--- config.mk ---
export PLATFORM = sky130hd
export DESIGN_NAME = cic_comb_dec
export DESIGN_NICKNAME = d
export VERILOG_FILES = /design/src/rtl/cic_pkg.sv /design/src/rtl/cic_comb_dec_stage.sv /design/src/rtl/cic_comb_dec.sv
export SDC_FILE = /design/constraint.sdc
export NUM_CORES = 1
export LEC_CHECK = 0
export CAP_MARGIN = 20
export CORE_UTILIZATION = 67
export CTS_CLUSTER_DIAMETER = 100
export DETAILED_ROUTE_END_ITERATION = 10
export GPL_TIMING_DRIVEN = 1
export PLACE_DENSITY_LB_ADDON = 0.05
export RECOVER_POWER = 25
export REMOVE_ABC_BUFFERS = 1
export SYNTH_ARGS = -nofsm -noshare
export SYNTH_HDL_FRONTEND = slang
export SYNTH_SLANG_ARGS = --single-unit
--- constraint.sdc ---
create_clock -name clk -period 3.95 [get_ports clk]
set_input_delay 0.5925 -clock clk [delete_from_list [all_inputs] [get_ports clk]]
set_output_delay 0.5925 -clock clk [all_outputs]
set_load 0.1 [all_outputs]
--- src/rtl/cic_pkg.sv ---
// Shared CIC constants and helpers, used by the integrator, the comb decimator and their benches.
package cic_pkg;

    function automatic int clog2(input int v);
        int r;
        r = 0;
        for (int i = 0; i < 31; i++) begin
            if ((1 << i) < v) r = i + 1;
        end
        return r;
    endfunction

    localparam int CIC_WIN = 16;
    localparam int CIC_WG  = 22;
    localparam int CIC_R   = 128;
    localparam int CIC_N   = 3;
    localparam int CIC_M   = 1;
    localparam int CIC_W   = CIC_WIN + CIC_WG;

endpackage

--- src/rtl/cic_comb_dec_stage.sv ---
// One comb (differentiator) stage: y[n] = x[n] - x[n-M], advanced only on valid input.
module comb_stage #(
    parameter int W = 38,
    parameter int M = 1
) (
    input  logic                clk,
    input  logic                rst,
    input  logic                val_in,
    input  logic signed [W-1:0] x,
    output logic                val_out,
    output logic signed [W-1:0] y
);

    logic signed [W-1:0] dly [M];

    // Subtraction wraps modulo 2^W on purpose: it cancels integrator overflow upstream.
    always_ff @(posedge clk) begin
        if (rst) begin
            val_out <= 1'b0;
            y       <= '0;
            for (int i = 0; i < M; i++) dly[i] <= '0;
        end else begin
            val_out <= val_in;
            if (val_in) begin
                y      <= x - dly[M-1];
                dly[0] <= x;
                for (int i = 1; i < M; i++) dly[i] <= dly[i-1];
            end
        end
    end

endmodule

--- src/rtl/cic_comb_dec.sv ---
// CIC decimator back end: keep every R-th valid integrator sample, run N comb stages,
// then keep the Wout MSBs of the result.
module cic_comb_dec
    import cic_pkg::*;
#(
    parameter int Win  = CIC_WIN,
    parameter int Wg   = CIC_WG,
    parameter int R    = CIC_R,
    parameter int N    = CIC_N,
    parameter int M    = CIC_M,
    parameter int Wout = CIC_WIN,
    localparam int W   = Win + Wg
) (
    input  logic                   clk,
    input  logic                   rst,
    input  logic                   val_in,
    input  logic signed [W-1:0]    data_in,
    output logic                   val_out,
    output logic signed [Wout-1:0] data_out
);

    localparam int CNT_W = (clog2(R) < 1) ? 1 : clog2(R);

    function automatic logic signed [Wout-1:0] trunc_msb(input logic signed [W-1:0] v);
        return v[W-1 -: Wout];
    endfunction

    logic [CNT_W-1:0]    cnt;
    logic signed [W-1:0] dec_p0;
    logic                vld_p0;

    logic signed [W-1:0] comb_data [N+1];
    logic                comb_vld  [N+1];

    // Stage p0: decimation counter and capture register
    always_ff @(posedge clk) begin
        if (rst) begin
            cnt    <= '0;
            vld_p0 <= 1'b0;
            dec_p0 <= '0;
        end else begin
            vld_p0 <= 1'b0;
            if (val_in) begin
                if (cnt == CNT_W'(R - 1)) begin
                    cnt    <= '0;
                    vld_p0 <= 1'b1;
                    dec_p0 <= data_in;
                end else begin
                    cnt <= cnt + 1'b1;
                end
            end
        end
    end

    assign comb_data[0] = dec_p0;
    assign comb_vld[0]  = vld_p0;

    // Stages p1..pN: comb chain
    for (genvar g = 0; g < N; g++) begin : g_comb
        comb_stage #(.W(W), .M(M)) u_stage (
            .clk     (clk),
            .rst     (rst),
            .val_in  (comb_vld[g]),
            .x       (comb_data[g]),
            .val_out (comb_vld[g+1]),
            .y       (comb_data[g+1])
        );
    end

    // Output stage: truncate and hold between pulses
    always_ff @(posedge clk) begin
        if (rst) begin
            val_out  <= 1'b0;
            data_out <= '0;
        end else begin
            val_out <= comb_vld[N];
            if (comb_vld[N]) data_out <= trunc_msb(comb_data[N]);
        end
    end

endmodule

==> metrics.md, run 1 <==
| Metric | Value |
|---|---|
| Status | `complete, but fails checks` |
| Failing checks | `max-capacitance violations, max-slew violations` |
| Share of cells above drive strength 1 | `about 4.2%` |
| P per Cell Area | `approximately 350 nW/µm²` |
| CTS root buf | `clkbuf_16` |
| Crit path max fanout | `4` |
| Via count | `between 10,000 and 15,000` |
| Cts repair resizes | `0` |
| Initial core utilization | `69.0%` |
| Final hold vios | `0` |
| Synth warnings | `0` |
| Comb pwr share | `5.9%` |
| Clock share of power | `between 40% and 50%` |
| 1st-iter DRT viols | `721` |
| Least-Margin Pin Slew | `about 2.1 ns` |
| Rel. slew slack | `-43.2%` |
| Routability-driven placement congestion ratio | `0.892` |
| First-pass GRT wire length | `53,800 µm` |
| Number of enable flip-flop cells after synthesis | `114` |
| Most used cell, CP | `inv_1` |
| Final #Nets | `1,861` |
| Hold-fix buffer count after cts | `0` |
| CP max stage delay | `0.41 ns` |
| Unrepaired setup endpoints after global routing | `no` |
| Worst skew pair latency | `0.55 ns` |
| Sw Pwr | `1.32 mW` |
| Detailed Place HPWL | `22,300 µm` |
| Register area share after synthesis | `between 40 and 50%` |
| Worst-path clk slew | `0.06 ns` |
| Worst Skew | `0.0136 ns` |
| Max Root-Sink Buffers | `3` |
| Hold crit path type | `reg2reg` |
| Syn-to-layout area delta | `11.1%` |
| IO Count | `58` |
| Fillers | `1,580` |
| Antenna violations before repair | `0` |
| Core area | `between 20,000 and 25,000 µm²` |
| Kind of end point of the critical path | `flop` |
| Prevailing post-synth register cell | `dfxtp_1` |
| Max IR drop VDD | `0.319 mV` |
| Critical path class | `reg2reg` |
| Hold Path Stages | `2` |
| #FFs+latches synth | `~270` |
| Post-Syn Area per Cell | `9.11 µm²` |
| Diodes inserted | `0` |
| WHS Endpoint | `g_comb[2].u_stage.y[33]$_SDFFE_PP0P_` |
| H-tree Lvls | `1` |
| Die Area | `23,400 µm²` |
| Sw frac | `between 20% and 30%` |
| Post-CTS Setup Inserts | `0` |
| Die W | `153 µm` |
| Final setup viols | `0` |
| Final ANT Viol Nets | `0` |
| Cell variety after synth | `74` |
| P_int | `4.66 mW` |
| CP bufs+invs | `2` |
| DRC | `0` |
| Fmax | `0.307 GHz` |
| Worst Hold Slack | `0.465 ns` |
| Largest net degree at the start of global routing | `~80` |
| Min cycle time layout | `3.26 ns` |
| Maxcap violations | `2` |
| Drt first pass iters | `5` |
| PortBufs | `between 50 and 60` |
| Top delay family on crit path | `compound AO/OA/AOI/OAI gates` |
| Final non-filler cell area | `17,000 µm²` |
| R2R setup slack | `around 0.69 ns` |
| Syn Inst Count | `about 1,700` |
| Hold_sp | `g_comb[2].u_stage.y[33]$_SDFFE_PP0P_` |
| Vias per std cell | `5.98` |
| RR Endpoint | `g_comb[0].u_stage.y[34]$_SDFFE_PP0P_` |
| Total gr overflow | `0` |
| Rows | `54` |
| TritonCTS clock tree | `yes` |
| WP data required | `4.36 ns` |
| Setup Total Neg Slack | `0 ns` |
| Final period util | `82.5%` |
| Startpoint Class | `flop` |
| Final WL | `~32,000 µm` |
| Leak | `around 7.3 nW` |
| Async S/R FF share, synth | `0%` |
| R2R Path Start | `dec_p0[0]$_SDFFE_PP0P_` |
| Cell Area, Placed | `16,000 µm²` |
| Die Y | `153 µm` |
| Reg2reg path depth | `13` |
| Syn Std Cell Area | `15,300 µm²` |
| Drt wl/cell | `15.7 µm` |
| Vias in the first global route | `11,400` |
| Sequential fraction of design power | `50.1%` |
| GRT Total Usage | `~27%` |
| CP max stage cell | `fa_1` |
| CP arrival | `3.67 ns` |
| Slew Viols, Final | `81` |
| CTS Buf Count | `28` |
| Cell Chain, Critical Path | `inv_1, ha_1, inv_1, fa_1, a21o_1, a21oi_1, o21a_1, nor4_1, o21ai_0, a2111oi_0, o31ai_1, mux2i_1, o311ai_0` |
| Clk sinks | `272` |
worst min-delay path: cells and delay by family, from the launching register on:
family / cells / cell delay [ns]
simple gates: 1 / 0.05
flops: 1 / 0.33
compound gates: 1 / 0.05
area by class of cell:
class / instances / area (µm²) / area share [%]
clock buffers: 39 / 795 / 4.69
clock inverters: 13 / 138 / 0.812
inverters: 152 / 571 / 3.37
multi-input cells: 1180 / 7830 / 46.2
flip-flops and latches: 272 / 6590 / 38.9
well taps: 280 / 350 / 2.07
repair buffers: 73 / 681 / 4.01
synthesized netlist by cell type (all sizes together) (40+ instances only):
library cell,instances,area (µm²)
ha,111,1390
dfxtp,158,3160
edfxtp,114,3420
a21oi,136,681
inv,150,563
nand2,159,597
mux2i,41,410
clkbuf,63,236
and3,83,519
a21o,59,443
nor2,116,435
o21ai,68,340
xnor2,40,350
and2,46,288
worst max-delay path by stage:
stage                     cells past startpoint                                   end  slack, ns              startpoint
after floorplan                               6  g_comb[0].u_stage.y[31]$_SDFFE_PP0P_       0.56                     rst
after CTS                                    13  g_comb[0].u_stage.y[34]$_SDFFE_PP0P_       0.74  dec_p0[0]$_SDFFE_PP0P_
after detailed placement                     13  g_comb[0].u_stage.y[34]$_SDFFE_PP0P_       0.74  dec_p0[0]$_SDFFE_PP0P_
final                                        13  g_comb[0].u_stage.y[34]$_SDFFE_PP0P_       0.69  dec_p0[0]$_SDFFE_PP0P_
after global routing                          3                   cnt[0]$_SDFFE_PP0P_       0.45                     rst
after global placement                       13  g_comb[0].u_stage.y[34]$_SDFFE_PP0P_       0.87  dec_p0[0]$_SDFFE_PP0P_
flip-flops by register name, summed over array words and instances, names as in the netlist:
| register | count |
|---|---|
| g_comb.u_stage.dly | 114 |
| g_comb.u_stage.y | 92 |
| dec_p0 | 38 |
| data_out | 16 |
| cnt | 7 |
| g_comb.u_stage.val_out | 3 |
| val_out | 1 |
| vld_p0 | 1 |
power by group through the flow:
stage	clock (mW)	combinational, mW	sequential [mW]
3_5_place_dp	0	0.343	3.06
4_1_cts	2.66	0.349	3.00
6_report	2.63	0.352	3.00
5_1_grt	2.78	0.390	3.00
3_3_place_gp	0	0.335	3.06
2_1_floorplan	0	0.219	3.06
kinds of logic after synthesis:
group,after synthesis,synth area share [%]
AO/OA/AOI/OAI,429,18.5
XOR/XNOR,61,3.50
adder cells (fa/ha/maj),113,9.37
buffers and inverters,222,5.48
flip-flops,272,43.2
multiplexers,42,2.76
AND/OR/NAND/NOR,535,17.2
routing by layer:
layer / vias to the layer above / global-route usage [%] / part of all wire, %
met5: - / 0 / 0
met4: 0 / 8.99 / 2.8
met3: 76 / 2.67 / 3.6
met2: 296 / 47.4 / 47
met1: 5601 / 36.4 / 47
li1: 6032 / - / -
per-stage QoR:
step / setup slack, ns / std cells / power (mW) / util (%)
finish: 0.689 / 2009 / 5.99 / 76.7
global route: 0.448 / 2009 / 6.17 / 76.7
CTS: 0.737 / 2009 / 6.01 / 76.8
detailed placement: 0.742 / 1957 / 3.40 / 72.6
global placement: 0.869 / 1957 / 3.39 / 72.6
floorplan: 0.556 / 1604 / 3.28 / -
cell usage in the layout, fill, tap and decap left out, drive strengths merged, types with 41 or more instances in the layout:
| cell | instances |
|---|---|
| edfxtp | 114 |
| clkbuf | 41 |
| o21ai | 68 |
| and3 | 83 |
| nand2 | 159 |
| inv | 152 |
| and2 | 46 |
| dfxtp | 158 |
| a21oi | 136 |
| mux2i | 41 |
| nor2 | 116 |
| ha | 111 |
| clkdlybuf4s50 | 56 |
| a21o | 59 |
(Power assumes the default switching activity.)
==> run 2, diff against run 1 <==
--- a/config.mk
+++ b/config.mk
@@ -6,7 +6,7 @@
 export NUM_CORES = 1
 export LEC_CHECK = 0
 export CAP_MARGIN = 20
-export CORE_UTILIZATION = 67
+export CORE_UTILIZATION = 62
 export CTS_CLUSTER_DIAMETER = 100
 export DETAILED_ROUTE_END_ITERATION = 10
 export GPL_TIMING_DRIVEN = 1
==> constraint.sdc (replaced) <==
create_clock -name clk -period 3.4 [get_ports clk]
set_input_delay 0.51 -clock clk [delete_from_list [all_inputs] [get_ports clk]]
set_output_delay 0.51 -clock clk [all_outputs]
set_load 0.1 [all_outputs]
==> run 2 against run 1 <==
Compared with the run above: the run still ends with max-capacitance violations, max-slew violations left; worst setup slack lost 0.47 ns; register-to-register slack lost 0.47 ns; hold slack lost 0.0079 ns; utilization shrank 6.4 points; cell count grew 2.5%; fmax grew 2.4%; via count shrank 3.3%; wire length shrank 3.3%; critical path depth is the same; largest power group unchanged.
==> metrics.md, run 2 (synthesis results as in run 1) <==
| Metric | Value |
|---|---|
| Status | `complete, but fails checks` |
| Failing checks | `max-capacitance violations, max-slew violations` |
| R2R Path Start | `dec_p0[0]$_SDFFE_PP0P_` |
| Crit path max fanout | `3` |
| Worst skew pair latency | `0.55 ns` |
| Total gr overflow | `0` |
| Unrepaired setup endpoints after global routing | `no` |
| Core area | `about 24,000 µm²` |
| Least-Margin Pin Slew | `1.67 ns` |
| H-tree Lvls | `1` |
| Final setup viols | `0` |
| Largest net degree at the start of global routing | `47` |
| Post-CTS Setup Inserts | `0` |
| Post-Route Utilization | `70.3%` |
| WP data required | `3.81 ns` |
| Max IR drop VDD | `between 0.4 and 0.5 mV` |
| Die Y | `159 µm` |
| Critical path class | `reg2reg` |
| RR Endpoint | `g_comb[0].u_stage.y[34]$_SDFFE_PP0P_` |
| CTS Buf Count | `29` |
| Vias per std cell | `5.64` |
| Dpl cells | `approximately 2,000` |
| Worst-path clk slew | `0.06 ns` |
| Startpoint Class | `flop` |
| First-pass GRT wire length | `a little over 50,000 µm` |
| Worst Skew | `0.0247 ns` |
| Routability-driven placement congestion ratio | `0.883` |
| Leak | `around 7.4 nW` |
| Slew Viols, Final | `123` |
| Crit path launch | `dec_p0[0]$_SDFFE_PP0P_` |
| Final WL | `30,600 µm` |
| Die W | `approximately 160 µm` |
| Setup Total Neg Slack | `0 ns` |
| Final #Nets | `1,867` |
| Detailed Place HPWL | `approximately 22,000 µm` |
| Clk sinks | `~270` |
| Share of cells above drive strength 1 | `4.38%` |
| Hold-fix buffer count after cts | `0` |
| Max reg flops | `114` |
| Final period util | `93.7%` |
| Commonest non-fill, non-tap cell in the layout | `nand2_1` |
| Maxcap violations | `3` |
| Cts repair resizes | `0` |
| Worst slack, placed | `0.303 ns` |
| TritonCTS clock tree | `yes` |
| Hold crit path type | `reg2reg` |
| DRC | `0` |
| Worst Hold Slack | `approximately 0.46 ns` |
| GRT Total Usage | `approximately a quarter` |
| IO Count | `58` |
| Drt first pass iters | `5` |
| Kind of end point of the critical path | `flop` |
| Via count | `between 10,000 and 15,000` |
| Die Area | `25,200 µm²` |
| Final WS setup | `0.216 ns` |
| Initial core utilization | `62.9%` |
| Leading cell types in the layout, fill and taps excluded | `nand2_1, dfxtp_1, inv_1, a21oi_1, nor2_1` |
| Syn-to-layout area delta | `11.8%` |
| Max Root-Sink Buffers | `3` |
| Final Instance Count excl. Fillers | `2,060` |
| CTS root buf | `clkbuf_16` |
| Biggest regs | `g_comb.u_stage.dly x114, g_comb.u_stage.y x92, dec_p0 x38` |
| Biggest register | `g_comb.u_stage.dly` |
| CP arrival | `3.60 ns` |
| PortBufs | `57` |
| Rows | `57` |
| Fmax | `around 0.31 GHz` |
| Min cycle time layout | `3.18 ns` |
| Final hold vios | `0` |
| P per Cell Area | `approximately 410 nW/µm²` |
| Antenna violations before repair | `0` |
| Vias in the first global route | `approximately 11,000` |
| 1st-iter DRT viols | `849` |
| Reg2reg path depth | `13` |
| Final ANT Viol Nets | `0` |
| Rel. slew slack | `-11.4%` |
| R2R setup slack | `0.22 ns` |
| Drt wl/cell | `approximately 15 µm` |
| Diodes inserted | `0` |
| Endpoint of the most critical setup path | `g_comb[0].u_stage.y[34]$_SDFFE_PP0P_` |
[run 2: routing by layer]
| layer | routed length (µm) | part of all wire [%] | vias to the layer above | track usage [%] |
|---|---|---|---|---|
| met3 | 1040 | 3.4 | 43 | 2.61 |
| met2 | 14000 | 46 | 221 | 41.0 |
| li1 | - | - | 6044 | - |
| met5 | 0 | 0 | - | 0 |
| met4 | 507 | 1.7 | 0 | 5.68 |
| met1 | 15000 | 49 | 5301 | 33.4 |
[run 2: area by class of cell]
type / count / area, µm²
inverter: 152 / 571
fill: 1895 / 7190
clock buffer: 42 / 826
timing repair buffer: 78 / 707
tap: 324 / 405
multi-input combinational: 1180 / 7830
sequential: 272 / 6590
clock inverter: 12 / 126
[run 2: report_power, final]
part	switching, mW	internal, mW	total [mW]	leakage, nW
Combinational	0.249	0.159	0.407	4.55
Sequential	0.0188	3.47	3.48	2.35
Clock	1.27	1.84	3.12	0.462
[run 2: worst max-delay path, stage by stage (launching register included)]
cell,delay [ns]
dfxtp_1,0.30
inv_1,0.07
ha_1,0.17
inv_1,0.06
fa_1,0.39
a21o_1,0.19
a21oi_1,0.26
o21a_1,0.20
nor4_1,0.08
o21ai_0,0.36
a2111oi_0,0.22
o31ai_1,0.39
mux2i_1,0.24
o311ai_0,0.14
[run 2: how the worst min path moves through the flow]
| stage | start | end | slack (ns) | depth (start not counted) |
|---|---|---|---|---|
| 6_report | g_comb[2].u_stage.y[26]$_SDFFE_PP0P_ | g_comb[2].u_stage.y[26]$_SDFFE_PP0P_ | 0.46 | 2 |
| 5_1_grt | g_comb[2].u_stage.y[26]$_SDFFE_PP0P_ | g_comb[2].u_stage.y[26]$_SDFFE_PP0P_ | 0.48 | 2 |
| 4_1_cts | g_comb[2].u_stage.y[24]$_SDFFE_PP0P_ | g_comb[2].u_stage.y[24]$_SDFFE_PP0P_ | 0.46 | 2 |
| 3_5_place_dp | g_comb[2].u_stage.y[26]$_SDFFE_PP0P_ | g_comb[2].u_stage.y[26]$_SDFFE_PP0P_ | 0.45 | 2 |
| 3_3_place_gp | g_comb[2].u_stage.y[24]$_SDFFE_PP0P_ | g_comb[2].u_stage.y[24]$_SDFFE_PP0P_ | 0.44 | 2 |
| 2_1_floorplan | g_comb[2].u_stage.y[23]$_SDFFE_PP0P_ | g_comb[2].u_stage.y[23]$_SDFFE_PP0P_ | 0.42 | 2 |
[run 2: metrics by stage]
step | power [mW] | cell area (µm²)
floorplan | 3.81 | 15000
global placement | 3.95 | 16100
detailed placement | 3.96 | 16100
CTS | 7.06 | 17100
global route | 7.24 | 17100
finish | 7.01 | 17100
==> run 3, diff against run 2 <==
--- a/config.mk
+++ b/config.mk
@@ -10,7 +10,7 @@
 export CTS_CLUSTER_DIAMETER = 100
 export DETAILED_ROUTE_END_ITERATION = 10
 export GPL_TIMING_DRIVEN = 1
-export PLACE_DENSITY_LB_ADDON = 0.05
+export PLACE_DENSITY_LB_ADDON = 0.2
 export RECOVER_POWER = 25
 export REMOVE_ABC_BUFFERS = 1
 export SYNTH_ARGS = -nofsm -noshare
==> run 3 against run 2 <==
Compared with the run above: the run still ends with max-capacitance violations, max-slew violations left; die area is the same; combinational power is essentially flat; first-iteration DRC count shrank 14%; via count shrank 0.23%; utilization grew 0.083 points; total power shrank 0.45%; sequential share of layout area is essentially flat; sequential cell count is the same; register-to-register slack gained 0.11 ns; final area grew 0.12%.
==> metrics.md, run 3 (synthesis results as in run 1) <==
| Metric | Value |
|---|---|
| Commonest non-fill, non-tap cell in the layout | `nand2_1` |
| Max reg flops | `114` |
| Post-CTS Setup Inserts | `0` |
| WP data required | `approximately 3.8 ns` |
| Final period util | `90.4%` |
| Failing checks | `max-capacitance violations, max-slew violations` |
| TritonCTS clock tree | `yes` |
| Max IR drop VDD | `approximately 0.35 mV` |
| IO Count | `58` |
| GR met3 Demand/Resource | `under 10%` |
| Biggest regs | `g_comb.u_stage.dly x114, g_comb.u_stage.y x92, dec_p0 x38` |
| Die Y | `approximately 160 µm` |
| Final setup viols | `0` |
| Largest net degree at the start of global routing | `between 100 and 150` |
| Vias per std cell | `approximately 5.6` |
| Leading cell types in the layout, fill and taps excluded | `nand2_1, dfxtp_1, inv_1, a21oi_1, nor2_1` |
| Rel. slew slack | `-33.6%` |
| Clk sinks | `272` |
| Met1 Use GR | `between 30% and 40%` |
| Via count | `11,600` |
| Hold crit path type | `reg2reg` |
| Fillers | `approximately 1,900` |
| Antenna violations before repair | `0` |
| Routability-driven placement congestion ratio | `0.868` |
| Leak | `7.38 nW` |
| Startpoint Class | `flop` |
| Rows | `57` |
| Most Crowded Layer GR | `met2` |
| Drt first pass iters | `5` |
| Unrepaired setup endpoints after global routing | `no` |
| Critical path class | `reg2reg` |
| Maxcap violations | `2` |
| Min cycle time layout | `3.07 ns` |
| GRT Total Usage | `24.5%` |
| Detailed Place HPWL | `22,000 µm` |
| Worst skew pair latency | `0.55 ns` |
| DRC | `0` |
| Cell Chain, Critical Path | `inv_1, ha_1, inv_1, fa_1, a21o_1, a21oi_1, o21a_1, nor4_1, o21ai_0, a2111oi_0, o31ai_1, mux2i_1, o311ai_0` |
| Share of cells above drive strength 1 | `4.73%` |
| CP max stage delay | `0.40 ns` |
| Hold-fix buffer count after cts | `0` |
| Fmax | `about 0.33 GHz` |
| Least-Margin Pin Slew | `2.00 ns` |
| First-pass GRT wire length | `between 50,000 and 60,000 µm` |
| Core area | `24,200 µm²` |
| Setup Total Neg Slack | `0 ns` |
| Worst-path clk slew | `roughly 0.060 ns` |
| Drt wl/cell | `15.0 µm` |
| Cts repair resizes | `0` |
| 1st-iter DRT viols | `731` |
| Kind of end point of the critical path | `flop` |
| Crit path max fanout | `3` |
| Worst Hold Slack | `0.459 ns` |
| CP max stage cell | `fa_1` |
| Total gr overflow | `0` |
| Diodes inserted | `0` |
| Syn-to-layout area delta | `11.9%` |
| Most used cell, CP | `inv_1` |
| GR Layer Usage met2 | `41.2%` |
| Vias in the first global route | `10,900` |
| PortBufs | `57` |
| Die Area | `about 25,000 µm²` |
| Max Root-Sink Buffers | `3` |
| CP arrival | `approximately 3.5 ns` |
| Final ANT Viol Nets | `0` |
| CTS root buf | `clkbuf_16` |
| Final WL | `30,800 µm` |
| Initial core utilization | `62.9%` |
| Status | `complete, but fails checks` |
| Final hold vios | `0` |
| Biggest register | `g_comb.u_stage.dly` |
| H-tree Lvls | `1` |
| Slew Viols, Final | `73` |
| CTS Buf Count | `29` |
| P per Cell Area | `409 nW/µm²` |
| Final #Nets | `1,866` |
| Die W | `~160 µm` |
| Worst Skew | `0.0126 ns` |
run 3: where the power goes:
part | switching (mW) | internal (mW) | total [mW] | leakage, nW
clock network | 1.30 | 1.79 | 3.08 | 0.467
logic | 0.249 | 0.160 | 0.408 | 4.56
registers | 0.0191 | 3.47 | 3.48 | 2.35
run 3: stage by stage:
step                total power [mW]  instance area (µm²)  util [%]  worst slack [ns]  cells
floorplan                       3.81                15000         -            0.0882   1604
global placement                3.95                16200      66.6             0.395   2005
detailed placement              3.96                16200      66.6             0.328   2005
CTS                             7.04                17100      70.5             0.305   2058
global route                    7.22                17100      70.4            0.0468   2058
finish                          6.98                17100      70.4             0.327   2058
run 3: worst paths after layout:
check / start / to / slack (ns) / cells past startpoint
worst max register to register: dec_p0[0]$_SDFFE_PP0P_ / g_comb[0].u_stage.y[34]$_SDFFE_PP0P_ / 0.33 / 13
worst min register to register: g_comb[2].u_stage.y[33]$_SDFFE_PP0P_ / g_comb[2].u_stage.y[33]$_SDFFE_PP0P_ / 0.46 / 2
worst min-delay path: g_comb[2].u_stage.y[33]$_SDFFE_PP0P_ / g_comb[2].u_stage.y[33]$_SDFFE_PP0P_ / 0.46 / 2
worst max-delay path: dec_p0[0]$_SDFFE_PP0P_ / g_comb[0].u_stage.y[34]$_SDFFE_PP0P_ / 0.33 / 13
run 3: critical path: cells and delay by family (launching register included):
| family | cells | cell delay, ns |
|---|---|---|
| buf+inv | 2 | 0.13 |
| compound gates | 7 | 1.64 |
| mux | 1 | 0.21 |
| fa+ha+maj | 2 | 0.58 |
| simple gates | 1 | 0.07 |
| flops | 1 | 0.31 |
run 3: final cells by class:
type	instances	area [µm²]	share of cell area, %
inverters	152	571	3.34
clock inverters	17	138	0.806
well taps	324	405	2.37
flip-flops and latches	272	6590	38.6
multi-input cells	1180	7830	45.9
clock buffers	36	815	4.77
repair buffers	77	726	4.25
run 3: per-layer routing:
metal,vias to the layer above,part of all wire [%]
met2,215,46
met3,57,3.7
met4,0,2.0
met1,5261,49
li1,6049,-
met5,-,0
